File: src/rtl/watch_core_alarm.sv
// watch_core_alarm: prescaled hh:mm:ss.sub timekeeper with field adjust, 12/24h display, hh:mm alarm
module watch_core_alarm #(
  parameter int CLK_FREQ = 100_000_000,
  parameter int SUBSEC_HZ = 100,
  localparam int SUBSEC_W = $clog2(SUBSEC_HZ)
) (
  input  logic                clk,
  input  logic                rst,
  input  logic                run,
  input  logic                clear,
  input  logic [2:0]          adj_sel,
  input  logic                adj_alarm,
  input  logic                inc,
  input  logic                dec,
  input  logic                mode_12h,
  input  logic                alarm_en,
  output logic [SUBSEC_W-1:0] msec,
  output logic [5:0]          sec,
  output logic [5:0]          min,
  output logic [4:0]          hour,
  output logic                pm,
  output logic [5:0]          alarm_min,
  output logic [4:0]          alarm_hour,
  output logic                sec_tick,
  output logic                alarm_hit
);
  localparam int DIV = CLK_FREQ / SUBSEC_HZ;
  localparam int PW = $clog2(DIV);

  function automatic logic [5:0] step60(input logic [5:0] v, input logic up);
    return up ? (v == 6'd59 ? 6'd0 : v + 6'd1) : (v == 6'd0 ? 6'd59 : v - 6'd1);
  endfunction

  function automatic logic [4:0] step24(input logic [4:0] v, input logic up);
    return up ? (v == 5'd23 ? 5'd0 : v + 5'd1) : (v == 5'd0 ? 5'd23 : v - 5'd1);
  endfunction

  logic [PW-1:0] presc;
  logic [4:0] hour_r;
  logic roll, tick, ms_wrap, adj, t_adj, adj_s, adj_m, adj_h, c_s, c_m;

  always_comb begin
    tick = run && presc == PW'(DIV - 1);
    ms_wrap = tick && msec == SUBSEC_W'(SUBSEC_HZ - 1);
    adj = $onehot(adj_sel) && (inc ^ dec);
    t_adj = adj && !adj_alarm;
    adj_s = t_adj && adj_sel[2];
    adj_m = t_adj && adj_sel[1];
    adj_h = t_adj && adj_sel[0];
    c_s = ms_wrap && sec == 6'd59 && !adj_s;
    c_m = c_s && min == 6'd59 && !adj_m;
  end

  assign hour = mode_12h && hour_r == 5'd0 ? 5'd12 : mode_12h && hour_r > 5'd12 ? hour_r - 5'd12 : hour_r;
  assign pm = hour_r >= 5'd12;

  always_ff @(posedge clk) begin
    if (rst) begin
      presc <= '0;
      msec <= '0;
      sec <= '0;
      min <= '0;
      hour_r <= '0;
      alarm_min <= '0;
      alarm_hour <= '0;
      sec_tick <= 1'b0;
      alarm_hit <= 1'b0;
      roll <= 1'b0;
    end else begin
      alarm_hit <= roll && alarm_en && hour_r == alarm_hour && min == alarm_min;
      if (clear) begin
        presc <= '0;
        msec <= '0;
        sec <= '0;
        min <= '0;
        hour_r <= '0;
        sec_tick <= 1'b0;
        roll <= 1'b0;
      end else begin
        if (run) presc <= tick ? '0 : presc + 1'b1;
        if (tick) msec <= ms_wrap ? '0 : msec + 1'b1;
        sec <= adj_s ? step60(sec, inc) : ms_wrap ? step60(sec, 1'b1) : sec;
        min <= adj_m ? step60(min, inc) : c_s ? step60(min, 1'b1) : min;
        hour_r <= adj_h ? step24(hour_r, inc) : c_m ? step24(hour_r, 1'b1) : hour_r;
        sec_tick <= ms_wrap && !adj_s;
        roll <= c_s && !t_adj;
        if (adj && adj_alarm && adj_sel[1]) alarm_min <= step60(alarm_min, inc);
        if (adj && adj_alarm && adj_sel[0]) alarm_hour <= step24(alarm_hour, inc);
      end
    end
  end
endmodule

File: config.mk
export PLATFORM = sky130hd
export DESIGN_NAME = watch_core_alarm
export DESIGN_NICKNAME = d
export VERILOG_FILES = /design/src/rtl/watch_core_alarm.sv
export SDC_FILE = /design/constraint.sdc
export NUM_CORES = 1
export LEC_CHECK = 0
export BUFFER_PORTS_ARGS = -buffer_cell sky130_fd_sc_hd__buf_2
export CAP_MARGIN = 10
export CORE_ASPECT_RATIO = 1.75
export CORE_MARGIN = 2
export CORE_UTILIZATION = 50
export CTS_BUF_LIST = sky130_fd_sc_hd__clkbuf_4 sky130_fd_sc_hd__clkbuf_8
export CTS_CLUSTER_DIAMETER = 60
export DETAILED_ROUTE_END_ITERATION = 10
export MAX_ROUTING_LAYER = met4
export PLACE_DENSITY = 0.7
export SETUP_SLACK_MARGIN = 0.1
export SKIP_CTS_REPAIR_TIMING = 1
export SYNTH_ARGS = -nofsm -noshare
export SYNTH_HDL_FRONTEND = slang
export SYNTH_SLANG_ARGS = --single-unit
export TNS_END_PERCENT = 10
File: constraint.sdc
create_clock -name clk -period 3.26 [get_ports clk]
set_input_delay 0.978 -clock clk [delete_from_list [all_inputs] [get_ports clk]]
set_output_delay 0.978 -clock clk [all_outputs]
set_load 0.01 [all_outputs]
==> flow_metrics.env <==
export IMPL_nFillCells=729
export IMPL_timing_rr_start="sec[0]"
export IMPL_finalSetupViolCount=0
export IMPL_grt_pass1_vias=3703
export IMPL_p_leak_uw=0.001745
export IMPL_areaGrowthSynthToFinish_pct=13.62
export IMPL_mostFrequentLayoutCells="nor2_1, dfxtp_1, nand2_1"
export IMPL_yosysTopAreaCell="dfxtp_1"
export IMPL_io_buffers=49
export IMPL_ys_warn_count=0
export IMPL_diodes=0
export IMPL_slew_headroom_pct=59.68
export IMPL_multi_input_area_um2=2594
export IMPL_start_util_pct=51.82
export IMPL_worst_setup_path_start_kind="flip-flop"
export IMPL_netlist_instances=508
export IMPL_antenna_found_initial=0
export IMPL_clk_pin_slew_ps=60
export IMPL_h_tree_depth=3
export IMPL_whs_endpoint="presc[1]"
export IMPL_grt_overflow=0
export IMPL_drive_gt1_share_pct=15.34
export IMPL_setup_tns_ps=0
export IMPL_cts_tree="yes"
export IMPL_clock_latency_ps=360
export IMPL_criticalPathCategory="flip-flop to primary output"
export IMPL_via_per_inst=6.059
export IMPL_clockBufferDepth=2
export IMPL_ys_flop_type="dfxtp_1"
export IMPL_rows=42
export IMPL_end_kind="primary output"
export IMPL_nets=581
export IMPL_ys_ff_latch=58
export IMPL_first_iter_violations=195
export IMPL_cts_root_buffer="clkbuf_8"
export IMPL_reg2reg_depth=7
export IMPL_syn_nets=540
export IMPL_final_cells=642
export IMPL_slew_violations=0
export IMPL_synth_seq_area_share_pct=29.61
export IMPL_routed_wl_um=10320
export IMPL_cts_buffers=9
export IMPL_min_delay_start="presc[1]"
export IMPL_vias=3890
export IMPL_avgSynthCellArea_um2=7.719
export IMPL_reg2reg_to="hour_r[0]"
export IMPL_holdCritPathClass="flip-flop to flip-flop"
export IMPL_gr_usage_all_layers_pct=25.22
export IMPL_vdd_drop_max_mv=0.3088
export IMPL_crit_fanout=11
export IMPL_drv_cap=0
export IMPL_fin_hold_ws_ps=508.0
export IMPL_synth_top_area_share_pct=29.61
export IMPL_synth_edf_count=0
export IMPL_grt_max_degree=21
export IMPL_die_x_um=70.95
export IMPL_fp_dieH_um=121.2
export IMPL_tightest_slew_ps=599.8
export IMPL_seq_area_um2=1161
export IMPL_dpl_hpwl_um=7793
export IMPL_synth_cell_types=61
export IMPL_finalCriticalPeriod_ps=3059
export IMPL_fin_skew_ps=14.59
export IMPL_ant_nets=0
export IMPL_drtPass1Iterations=5
export IMPL_cts_sink_count=58
export IMPL_placedCellCount=626
export IMPL_die_area_um2=8595
export IMPL_r2r_slack_ps=990
export IMPL_synth_area_um2=3921
export IMPL_startpoint="hour_r[2]"
export IMPL_clock_fmax_mhz=326.9
export IMPL_io_pin_count=50
export IMPL_min_path_cells=2
export IMPL_status="finished clean"
export IMPL_wl_per_cell_um=16.08
export IMPL_critical_path_arrival_ps=2080
export IMPL_gp_congestion=0.8712
export IMPL_rsz0062_at_grt="no"
export IMPL_synthTopCellsByArea="dfxtp_1, ha_1, nor2_1"
export IMPL_grt_pass1_wl_um=16770
export IMPL_worst_ep_required_time_ps=2280
export IMPL_drc=0
export IMPL_synth_async_sr_flop_share_pct=0
export IMPL_powerDensity_nw_per_um2=359.3
export IMPL_hold_violations=0
export IMPL_core_um2=7567
export IMPL_fin_crit_sh_pct=93.83
[where the power goes]
part / total [uW] / internal [uW] / switching, uW
combinational: 114 / 43.2 / 70.6
sequential: 722 / 712 / 9.65
clock: 765 / 436 / 329
[cell type report]
class                      instances  share of cell area (%)
clock inverter                     7                   2.275
multi-input combinational        407                   58.21
timing repair buffer              57                   6.852
clock buffer                       9                   2.780
inverter                          16                   1.348
sequential                        58                   26.06
tap                               88                   2.471
[layer usage]
layer	vias up	wire length, um	share of wire [%]	GRT usage [%]
met2	100	5701	55	47.20
li1	1904	-	-	-
met1	1867	3958	38	24.47
met5	-	0	0	-
met3	19	389	3.8	3.987
met4	0	272	2.6	12.74
[worst max-delay path: stages (launching register included)]
cell and delay (ps):
dfxtp_1 580, inv_1 160, ha_1 260, nand2_1 70
nor2_1 110, nor4_1 330, a21o_1 110, buf_2 120
[cells by family after synthesis]
kind of cell               count (synthesis)  synth area share (%)
AOI/OAI and AO/OA                        110                 17.74
xor gates and xnor gates                  45                 10.05
and+or+nand+nor                          224                 29.67
adders and majority gates                 20                 6.573
muxes                                      8                 2.106
DFF                                       58                 29.61
buffers and inverters                     43                 4.244
[cell usage after synthesis (5+ instances only)]
cell type and instances:
o21ai_0 29, xor2_1 23, nor3_1 12, ha_1 19, nor2_1 58, nand2_1 56
and4_1 5, clkbuf_1 21, and3_1 13, nand4_1 12, a21oi_1 33, a211oi_1 11
mux2i_1 6, xnor2_1 22, dfxtp_1 58, nand3_1 30, or3_1 6, inv_1 16
[state kept, by name, summed over array words and instances, names as in the netlist]
name	count
sec_tick	1
sec	6
alarm_min	6
min	6
alarm_hour	5
msec	7
hour_r	5
alarm_hit	1
presc	20
roll	1
[stage by stage]
step	cell area, um2	worst slack, ps	util (%)	power [uW]
finish	4456	201.1	58.88	1601
detailed placement	4230	52.65	55.90	850.8
CTS	4456	193.2	58.88	1614
global route	4456	110.1	58.88	1646
floorplan	3921	271.1	-	812.9
global placement	4230	168.8	55.90	848.4
[worst max-delay path by stage]
stage          depth (start not counted)      end  slack [ps]
2_1_floorplan                          7   sec[2]         270
3_3_place_gp                           9   min[3]         170
3_5_place_dp                           9   sec[3]          50
4_1_cts                                7  hour[4]         190
5_1_grt                                7  hour[4]         110
6_report                               7  hour[4]         200
(Power assumes the default switching activity.)
